$ cat src/rtl/fetch_stage.sv
// ============================================================================
// Module   : fetch_stage
// Brief    : Instruction fetch for the 16-bit core. It owns the PC, drives the
//            IF/ID register, holds one stalled word in a skid buffer, drains a
//            flushed request, and stops on HLT.
// Revision : 1.0 - initial release
// ============================================================================
`default_nettype none

module fetch_stage #(
    parameter logic [15:0] RESET_PC     = 16'h0000,
    parameter logic [3:0]  HALT_OPCODE  = 4'hF,
    parameter logic [15:0] BUBBLE_INSTR = 16'h0000
) (
    input  logic        clk,
    input  logic        rst,
    input  logic        stall,
    input  logic        redirect,
    input  logic [15:0] redirect_pc,
    output logic        imem_req,
    output logic [15:0] imem_addr,
    input  logic        imem_rdy,
    input  logic [15:0] imem_data,
    output logic [15:0] if_id_instr,
    output logic [15:0] if_id_pc,
    output logic        if_id_valid,
    output logic        halted
);

    typedef enum logic [1:0] {
        S_FETCH   = 2'd0,
        S_BLOCKED = 2'd1,
        S_HALT    = 2'd2,
        S_DRAIN   = 2'd3
    } state_t;

    state_t      r_state;
    logic [15:0] r_pc;
    logic        r_ifid_valid;
    logic [15:0] r_ifid_instr;
    logic [15:0] r_ifid_pc;
    logic        r_skid_valid;
    logic [15:0] r_skid_instr;
    logic [15:0] r_skid_pc;
    logic        r_halt_pending;
    logic        r_imem_req;
    logic [15:0] r_imem_addr;
    logic        r_halted;

    state_t      w_state_nxt;
    logic [15:0] w_pc_nxt;
    logic        w_ifid_valid_nxt;
    logic [15:0] w_ifid_instr_nxt;
    logic [15:0] w_ifid_pc_nxt;
    logic        w_skid_valid_nxt;
    logic [15:0] w_skid_instr_nxt;
    logic [15:0] w_skid_pc_nxt;
    logic        w_halt_pending_nxt;
    logic [15:0] w_addr_nxt;
    logic        w_is_hlt;
    logic        w_hold_ifid;

    assign w_is_hlt    = (imem_data[15:12] == HALT_OPCODE);
    // A stalled decode only blocks capture when IF/ID actually holds something.
    assign w_hold_ifid = stall && r_ifid_valid;

    always_comb begin
        w_state_nxt        = r_state;
        w_pc_nxt           = r_pc;
        w_ifid_valid_nxt   = r_ifid_valid;
        w_ifid_instr_nxt   = r_ifid_instr;
        w_ifid_pc_nxt      = r_ifid_pc;
        w_skid_valid_nxt   = r_skid_valid;
        w_skid_instr_nxt   = r_skid_instr;
        w_skid_pc_nxt      = r_skid_pc;
        w_halt_pending_nxt = r_halt_pending;

        if (redirect) begin
            w_ifid_valid_nxt   = 1'b0;
            w_skid_valid_nxt   = 1'b0;
            w_halt_pending_nxt = 1'b0;
            w_pc_nxt           = redirect_pc & 16'hFFFE;
            case (r_state)
                S_FETCH, S_DRAIN: w_state_nxt = imem_rdy ? S_FETCH : S_DRAIN;
                default:          w_state_nxt = S_FETCH;
            endcase
        end else begin
            case (r_state)
                S_FETCH: begin
                    if (imem_rdy) begin
                        if (!w_hold_ifid) begin
                            w_ifid_instr_nxt = imem_data;
                            w_ifid_pc_nxt    = r_pc;
                            w_ifid_valid_nxt = 1'b1;
                        end else begin
                            w_skid_instr_nxt = imem_data;
                            w_skid_pc_nxt    = r_pc;
                            w_skid_valid_nxt = 1'b1;
                        end
                        if (w_is_hlt) begin
                            w_halt_pending_nxt = 1'b1;
                            w_state_nxt        = w_hold_ifid ? S_BLOCKED : S_HALT;
                        end else begin
                            w_pc_nxt    = r_pc + 16'd2;
                            w_state_nxt = w_hold_ifid ? S_BLOCKED : S_FETCH;
                        end
                    end else if (!stall) begin
                        w_ifid_valid_nxt = 1'b0;
                    end
                end
                S_BLOCKED: begin
                    if (!stall) begin
                        w_ifid_instr_nxt = r_skid_instr;
                        w_ifid_pc_nxt    = r_skid_pc;
                        w_ifid_valid_nxt = 1'b1;
                        w_skid_valid_nxt = 1'b0;
                        w_state_nxt      = r_halt_pending ? S_HALT : S_FETCH;
                    end
                end
                S_HALT: begin
                    if (!stall) begin
                        w_ifid_valid_nxt = 1'b0;
                    end
                end
                S_DRAIN: begin
                    if (imem_rdy) begin
                        w_state_nxt = S_FETCH;
                    end
                end
                default: w_state_nxt = S_FETCH;
            endcase
        end

        // While draining, the address must stay on the abandoned request.
        w_addr_nxt = (w_state_nxt == S_DRAIN) ? r_imem_addr : w_pc_nxt;
    end

    always_ff @(posedge clk) begin
        if (rst) begin
            r_state        <= S_FETCH;
            r_pc           <= RESET_PC;
            r_ifid_valid   <= 1'b0;
            r_ifid_instr   <= BUBBLE_INSTR;
            r_ifid_pc      <= 16'h0000;
            r_skid_valid   <= 1'b0;
            r_skid_instr   <= 16'h0000;
            r_skid_pc      <= 16'h0000;
            r_halt_pending <= 1'b0;
            r_imem_req     <= 1'b1;
            r_imem_addr    <= RESET_PC;
            r_halted       <= 1'b0;
        end else begin
            r_state        <= w_state_nxt;
            r_pc           <= w_pc_nxt;
            r_ifid_valid   <= w_ifid_valid_nxt;
            r_ifid_instr   <= w_ifid_valid_nxt ? w_ifid_instr_nxt : BUBBLE_INSTR;
            r_ifid_pc      <= w_ifid_pc_nxt;
            r_skid_valid   <= w_skid_valid_nxt;
            r_skid_instr   <= w_skid_instr_nxt;
            r_skid_pc      <= w_skid_pc_nxt;
            r_halt_pending <= w_halt_pending_nxt;
            r_imem_req     <= (w_state_nxt == S_FETCH) || (w_state_nxt == S_DRAIN);
            r_imem_addr    <= w_addr_nxt;
            r_halted       <= (w_state_nxt == S_HALT);
        end
    end

    assign imem_req    = r_imem_req;
    assign imem_addr   = r_imem_addr;
    assign if_id_instr = r_ifid_instr;
    assign if_id_pc    = r_ifid_pc;
    assign if_id_valid = r_ifid_valid;
    assign halted      = r_halted;

endmodule

`default_nettype wire

$ cat config.mk
export PLATFORM = sky130hd
export DESIGN_NAME = fetch_stage
export DESIGN_NICKNAME = d
export VERILOG_FILES = /design/src/rtl/fetch_stage.sv
export SDC_FILE = /design/constraint.sdc
export NUM_CORES = 1
export LEC_CHECK = 0
export ABC_AREA = 1
export CAP_MARGIN = 20
export CORE_MARGIN = 2
export CORE_UTILIZATION = 47
export DETAILED_ROUTE_END_ITERATION = 16
export HOLD_SLACK_MARGIN = 0.08
export PLACE_DENSITY = 0.76
export RECOVER_POWER = 50
export SLEW_MARGIN = 20
export SYNTH_ARGS = -nofsm -noshare
export SYNTH_HDL_FRONTEND = slang
export SYNTH_SLANG_ARGS = --single-unit
$ cat constraint.sdc
create_clock -name clk -period 1.9 [get_ports clk]
set_input_delay 0.38 -clock clk [delete_from_list [all_inputs] [get_ports clk]]
set_output_delay 0.38 -clock clk [all_outputs]
set_load 0.01 [all_outputs]
# Word level (Yosys, flattened, before mapping)
# Index checks and enable logic that the tools add are counted.
dict set report op_classes {
  add_sub_neg 1
  multipliers 0
  div 0
  magnitude_cmp 0
  eq_ne 9
  shift 0
  n_mux 29
  bitwise 2
  n_reduce_logical 11
}
# op count
set op_table {}
lappend op_table {{two-way mux 16 bit} 10}
lappend op_table {{one-hot mux 16 bit (2 select lines)} 2}
lappend op_table {{two-way mux 2 bit} 9}
lappend op_table {{adder 16 x 2 -> 16 bit (second input constant)} 1}
lappend op_table {{== test 2 bit (second input constant)} 4}
lappend op_table {{two-way mux 1 bit} 6}
lappend op_table {{!= test 2 bit (second input constant)} 3}
lappend op_table {{one-hot mux 2 bit (3 select lines)} 1}
lappend op_table {{OR reduction 2 bit} 3}
lappend op_table {{AND reduction 5 bit} 1}
lappend op_table {{== test 4 bit (second input constant)} 1}
lappend op_table {{zero test 2 bit} 2}
lappend op_table {{AND reduction 4 bit} 1}
lappend op_table {{one-hot mux 1 bit (3 select lines)} 1}
lappend op_table {{AND reduction 3 bit} 1}
lappend op_table {{== test 2 x 1 -> 1 bit (second input constant)} 1}
lappend op_table {{inverter 1 bit} 2}
lappend op_table {{nonzero test 2 bit} 1}
lappend op_table {{logical AND 1 bit} 1}
lappend op_table {{logical OR 1 bit} 1}
dict set report totals {
  register_bits 102
  latch_bits 0
  ramBits 0
  romBits 0
  input_bits 37
  out_inout_bits 51
  wordCells 63
  memories 0
}

# Longest topological paths before layout
dict set report logic_depth {
  depth_word 8
  mapped_depth 17
  ltp_nobuf 16
}

# Worst setup path before layout
# OpenSTA, ideal clock, no wires.
dict set report synth_path {
  kind {register to register}
  from {register with a tool-made name}
  to {register r_imem_addr[1] (netlist: imem_addr[1])}
  setup_time_ps 56
  arrival_ps 2027
  path_slack_ps -183
  stages_incl_launch_ff 18
  path_buffers 1
  period_less_slack_ps 2083
  path_cell_list {dfxtp_1 -> inv_1 -> ha_1 -> nand2_1 -> o21ai_0 -> nor2_1 -> o21ai_0 -> a21oi_1 -> nand2_1 -> nand2_1 -> inv_1 -> ha_1 -> inv_1 -> clkbuf_1 -> nor2_1 -> nor2_1 -> o21ai_0 -> inv_1}
}
# element line_no
set synth_lines {}
lappend synth_lines {{end signal: assignment} 163} ;# r_imem_addr <= w_addr_nxt;
lappend synth_lines {{end: declaration} 47} ;# logic [15:0] r_imem_addr;

# Final worst setup path
dict set report layout_path {
  from {register r_state[0]}
  to {register r_imem_addr[15] (netlist: imem_addr[15])}
}
dict set report layout_via {
  elab_chain_len 5
  elab_cells_between_ends 13
  classes_between {eq/ne (3); mux (8); reduce/logical (2)}
}
# element line_no
set layout_lines {}
lappend layout_lines {{start: declaration} 37} ;# state_t r_state;
lappend layout_lines {{start signal: assignment} 153} ;# r_state <= w_state_nxt;
lappend layout_lines {{== test 2 bit or zero test 2 bit (tied branches)} {83, 88}}
lappend layout_lines {{OR reduction 2 bit} 83} ;# case (r_state)
lappend layout_lines {{two-way mux 2 bit} 83}
lappend layout_lines {{two-way mux 2 bit *} 78} ;# if (redirect) begin
lappend layout_lines {{net w_state_nxt[0]} 50} ;# state_t w_state_nxt;
lappend layout_lines {{== test 2 bit *} 135} ;# w_addr_nxt = (w_state_nxt == S_DRAIN) ? r_imem_addr : w_pc_nxt;
# The timed path passes the listed nets; every way through them passes the cells marked *.
# A chain may end at the register's enable or synchronous reset.

==> flow_metrics.tcl <==
set metrics [dict create \
    status "finished with violations" \
    violations "negative setup slack" \
    drc_errors 0 \
    grt_start_max_net_pins 51 \
    synth.distinct_cells 25 \
    area_delta_synth_final_pct 41.3 \
    die_area_um2 10600 \
    min_to "r_skid_instr[12]" \
    peakVddDrop_mv 0.400 \
    globalplace.congestion 0.877 \
    startpoint_type "register" \
    dpl_worst_slack_ns -0.575 \
    synth-async-reset-ratio_pct 0 \
    yosysWarnings 0 \
    whs_ns 0.332 \
    drt_iter0_drc 183 \
    stdcell_area_um2 6500 \
    cts.clk_slew.worst_paths_ns 0.11 \
    place_area_um2 5750 \
    coreArea_um2 9640 \
    dr.pass1.iters 5 \
    slew_violations 0 \
    final_nets 815 \
    whs_path_depth 3 \
    synth_fp_nets 699 \
    drt-total-wl_um 12200 \
    p_per_area_nw_per_um2 732 \
    cts_tree "yes" \
    netlist_area_um2 4600 \
    fin_crit_sh_pct 110 \
    cts_buffer_depth 2 \
    netlist_top_cells_area "dfxtp_1 44%, a21oi_1 10%, nand2_1 10%" \
    setup_viol 17 \
    register_area_um2 2050 \
    maxCapViolations 0 \
    netlist_instances 654 \
    p_sw_mw 1.41 \
    end_kind "register" \
    power_mw 4.75 \
    grt_usage_pct 22.2 \
    start_util_pct 47.7 \
    synth_top_area_cell "dfxtp_1" \
    ys.flop_type "dfxtp_1" \
    fin_crit_ns 2.09 \
    p_sw_share_pct 29.7 \
    pwr-share-seq_pct 49.0 \
    slowest_delay_ns 0.40 \
    rsz0062_at_grt "true" \
    synth.ff_latch_count 102 \
    grt_pass1_wl_um 18800 \
    rr_worst_depth 16 \
    synth_top_area_share_pct 44.4 \
    cp_data_required_time_ns 2.16 \
    pwr-share-comb_pct 23.1 \
    antenna_found_initial 0 \
    worstReg2RegStart "r_state[0]" \
    yosysSeqAreaShare_pct 44.4 \
    syn_avg_cell_area_um2 7.03 \
    r2r_setup_slack_ns -0.19 \
    numPortBuffers 86 \
    finalHoldViolCount 0 \
    min_from "imem_data[12]" \
    first_global_vias 4114 \
    hpwl_um 7710 \
    worst_path_max_delay_cell "dfxtp_4" \
    row_count 36 \
    worst-path-max-fanout 6 \
    clk_latency_ns 0.37 \
    antenna_left 0 \
    power.internal_mw 3.34 \
    cp.arrival_ns 2.36 \
    utilization_pct 67.4 \
    hold_class "in -> reg" \
    vias 4606 \
    cts_buffers 9 \
    globalRouteOverflowTotal 0 \
    worst_slew_pin_slew_ns 0.353 \
    layout_setup_ws_ns -0.192 \
    synth_edf_count 0 \
    cts_root_buffer "clkbuf_8" \
    ios 88 \
    clock.fmax_mhz 478 \
    multi_input_comb_area_um2 2250 \
    vias_per_cell 5.07 \
    relSlewSlack_pct 76.4 \
    clock-sinks 102 \
    leakagePower_nw 2.80 \
    die_height_um 103 \
    path_class "reg -> reg" \
    hold_buffers 0 \
    cp_cell_sequence "ha_2 -> inv_1 -> o21ai_2 -> nor2_2 -> buf_4 -> o221ai_2 -> nand2_1 -> inv_2 -> ha_4 -> inv_4 -> buf_12 -> clkbuf_16 -> nor2_2 -> nor2_1 -> nand2_1 -> inv_1" \
    htree_levels 3 \
    drive_above_1_share_pct 16.9 \
    fin_skew_ns 0.0155 \
    die-width_um 103 \
    diodes 0 \
    reg2reg_to "imem_addr[15]" \
    clkPwrFrac_pct 27.9 \
    wl_per_cell_um 13.5 \
    n_fill_cell 812 \
]
==> kinds of logic (layout without fill, tap and decap cells) <==
| family | after synthesis | in the layout | share of synthesized area (%) |
|---|---|---|---|
| flip-flops | 102 | 102 | 44.4 |
| buffers and inverters | 114 | 235 | 10.8 |
| adder cells (fa/ha/maj) | 8 | 8 | 2.18 |
| AND/OR/NAND/NOR | 250 | 250 | 22.8 |
| AO/OA/AOI/OAI | 180 | 180 | 19.8 |
==> worst max path at each step <==
| stage | start | endpoint |
|---|---|---|
| floorplan | register | imem_addr[1] |
| global placement | imem_data[13] | imem_addr[1] |
| detailed placement | imem_data[12] | imem_addr[1] |
| CTS | register | imem_addr[4] |
| global route | register | imem_addr[15] |
| finish | r_state[0] | imem_addr[15] |
==> critical path, delay by kind of cell (launching register included) <==
kind	cells	cell delay, ns
buffers and inverters	7	0.64
flip-flops	1	0.40
AND/OR/NAND/NOR	5	0.37
adder cells (fa/ha/maj)	2	0.31
AO/OA/AOI/OAI	2	0.26
==> repair_timing <==
item                                    CTS  global route
pin swaps                                10            25
setup buffers                            12             6
endpoints found under the setup margin   18            49
cloned                                    4             3
gates resized for setup                  54            45
==> placed cells by master (no fill, tap or decap), types with 4 or more instances in the layout <==
master and count:
nand2_1 118, dfxtp_1 100, a21oi_1 93, clkdlybuf4s50_1 82, inv_1 69, nor2_1 57
o21ai_1 45, nand3_1 40, buf_4 35, o21ai_0 29, nor2_2 11, clkbuf_8 10
buf_12 8, nand2_2 6, nor2_4 5, nand3_2 5, o21ai_2 4, inv_2 4
a21oi_2 4, buf_16 4, buf_6 4
==> metal layers <==
layer | wire length, µm | vias to the layer above | track usage, % | part of all wire [%]
met1 | 5410 | 2058 | 29.7 | 44
li1 | - | 2352 | - | -
met4 | 308 | 0 | 9.21 | 2.5
met5 | 0 | - | 0 | 0
met2 | 5860 | 165 | 35.4 | 48
met3 | 642 | 31 | 4.20 | 5.3
==> flip-flops by register name, summed over array words and instances, names as in the netlist, named ones only <==
signal          count
r_skid_pc          16
r_state             1
if_id_pc           16
r_skid_instr       16
r_pc               16
halted              1
if_id_instr        16
imem_req            1
imem_addr          16
r_halt_pending      1
if_id_valid         1
==> cell usage after synthesis, types with 3 or more instances <==
cell type and count:
nand2_1 124, dfxtp_1 102, a21oi_1 96, inv_1 76, nor2_1 70, o21ai_0 51
nand3_1 44, o21ai_1 30, clkbuf_1 16, buf_2 13, ha_1 8, buf_6 7
nand4_1 3
==> power groups by stage <==
stage | sequential, mW | combinational (mW) | clock (mW)
after global placement | 2.36 | 0.823 | 0
after CTS | 2.32 | 0.990 | 1.34
after detailed placement | 2.36 | 0.838 | 0
after global routing | 2.34 | 1.19 | 1.42
after floorplan | 2.39 | 0.424 | 0
final | 2.33 | 1.10 | 1.33
==> metrics by stage <==
stage	std cells	setup TNS (ns)
floorplan	654	-0.000192
detailed placement	871	-10.08
finish	908	-2.59
global route	908	-4.27
global placement	871	-8.59
CTS	903	-2.37
==> cell type report <==
| class | count | share of cell area [%] |
|---|---|---|
| Timing Repair Buffer | 142 | 23.6 |
| Multi-Input combinational cell | 438 | 34.7 |
| Tap cell | 133 | 2.56 |
| Sequential cell | 102 | 31.5 |
| Inverter | 77 | 4.64 |
| Clock inverter | 6 | 0.809 |
| Clock buffer | 10 | 2.12 |
Power figures use the tool's default switching activity.
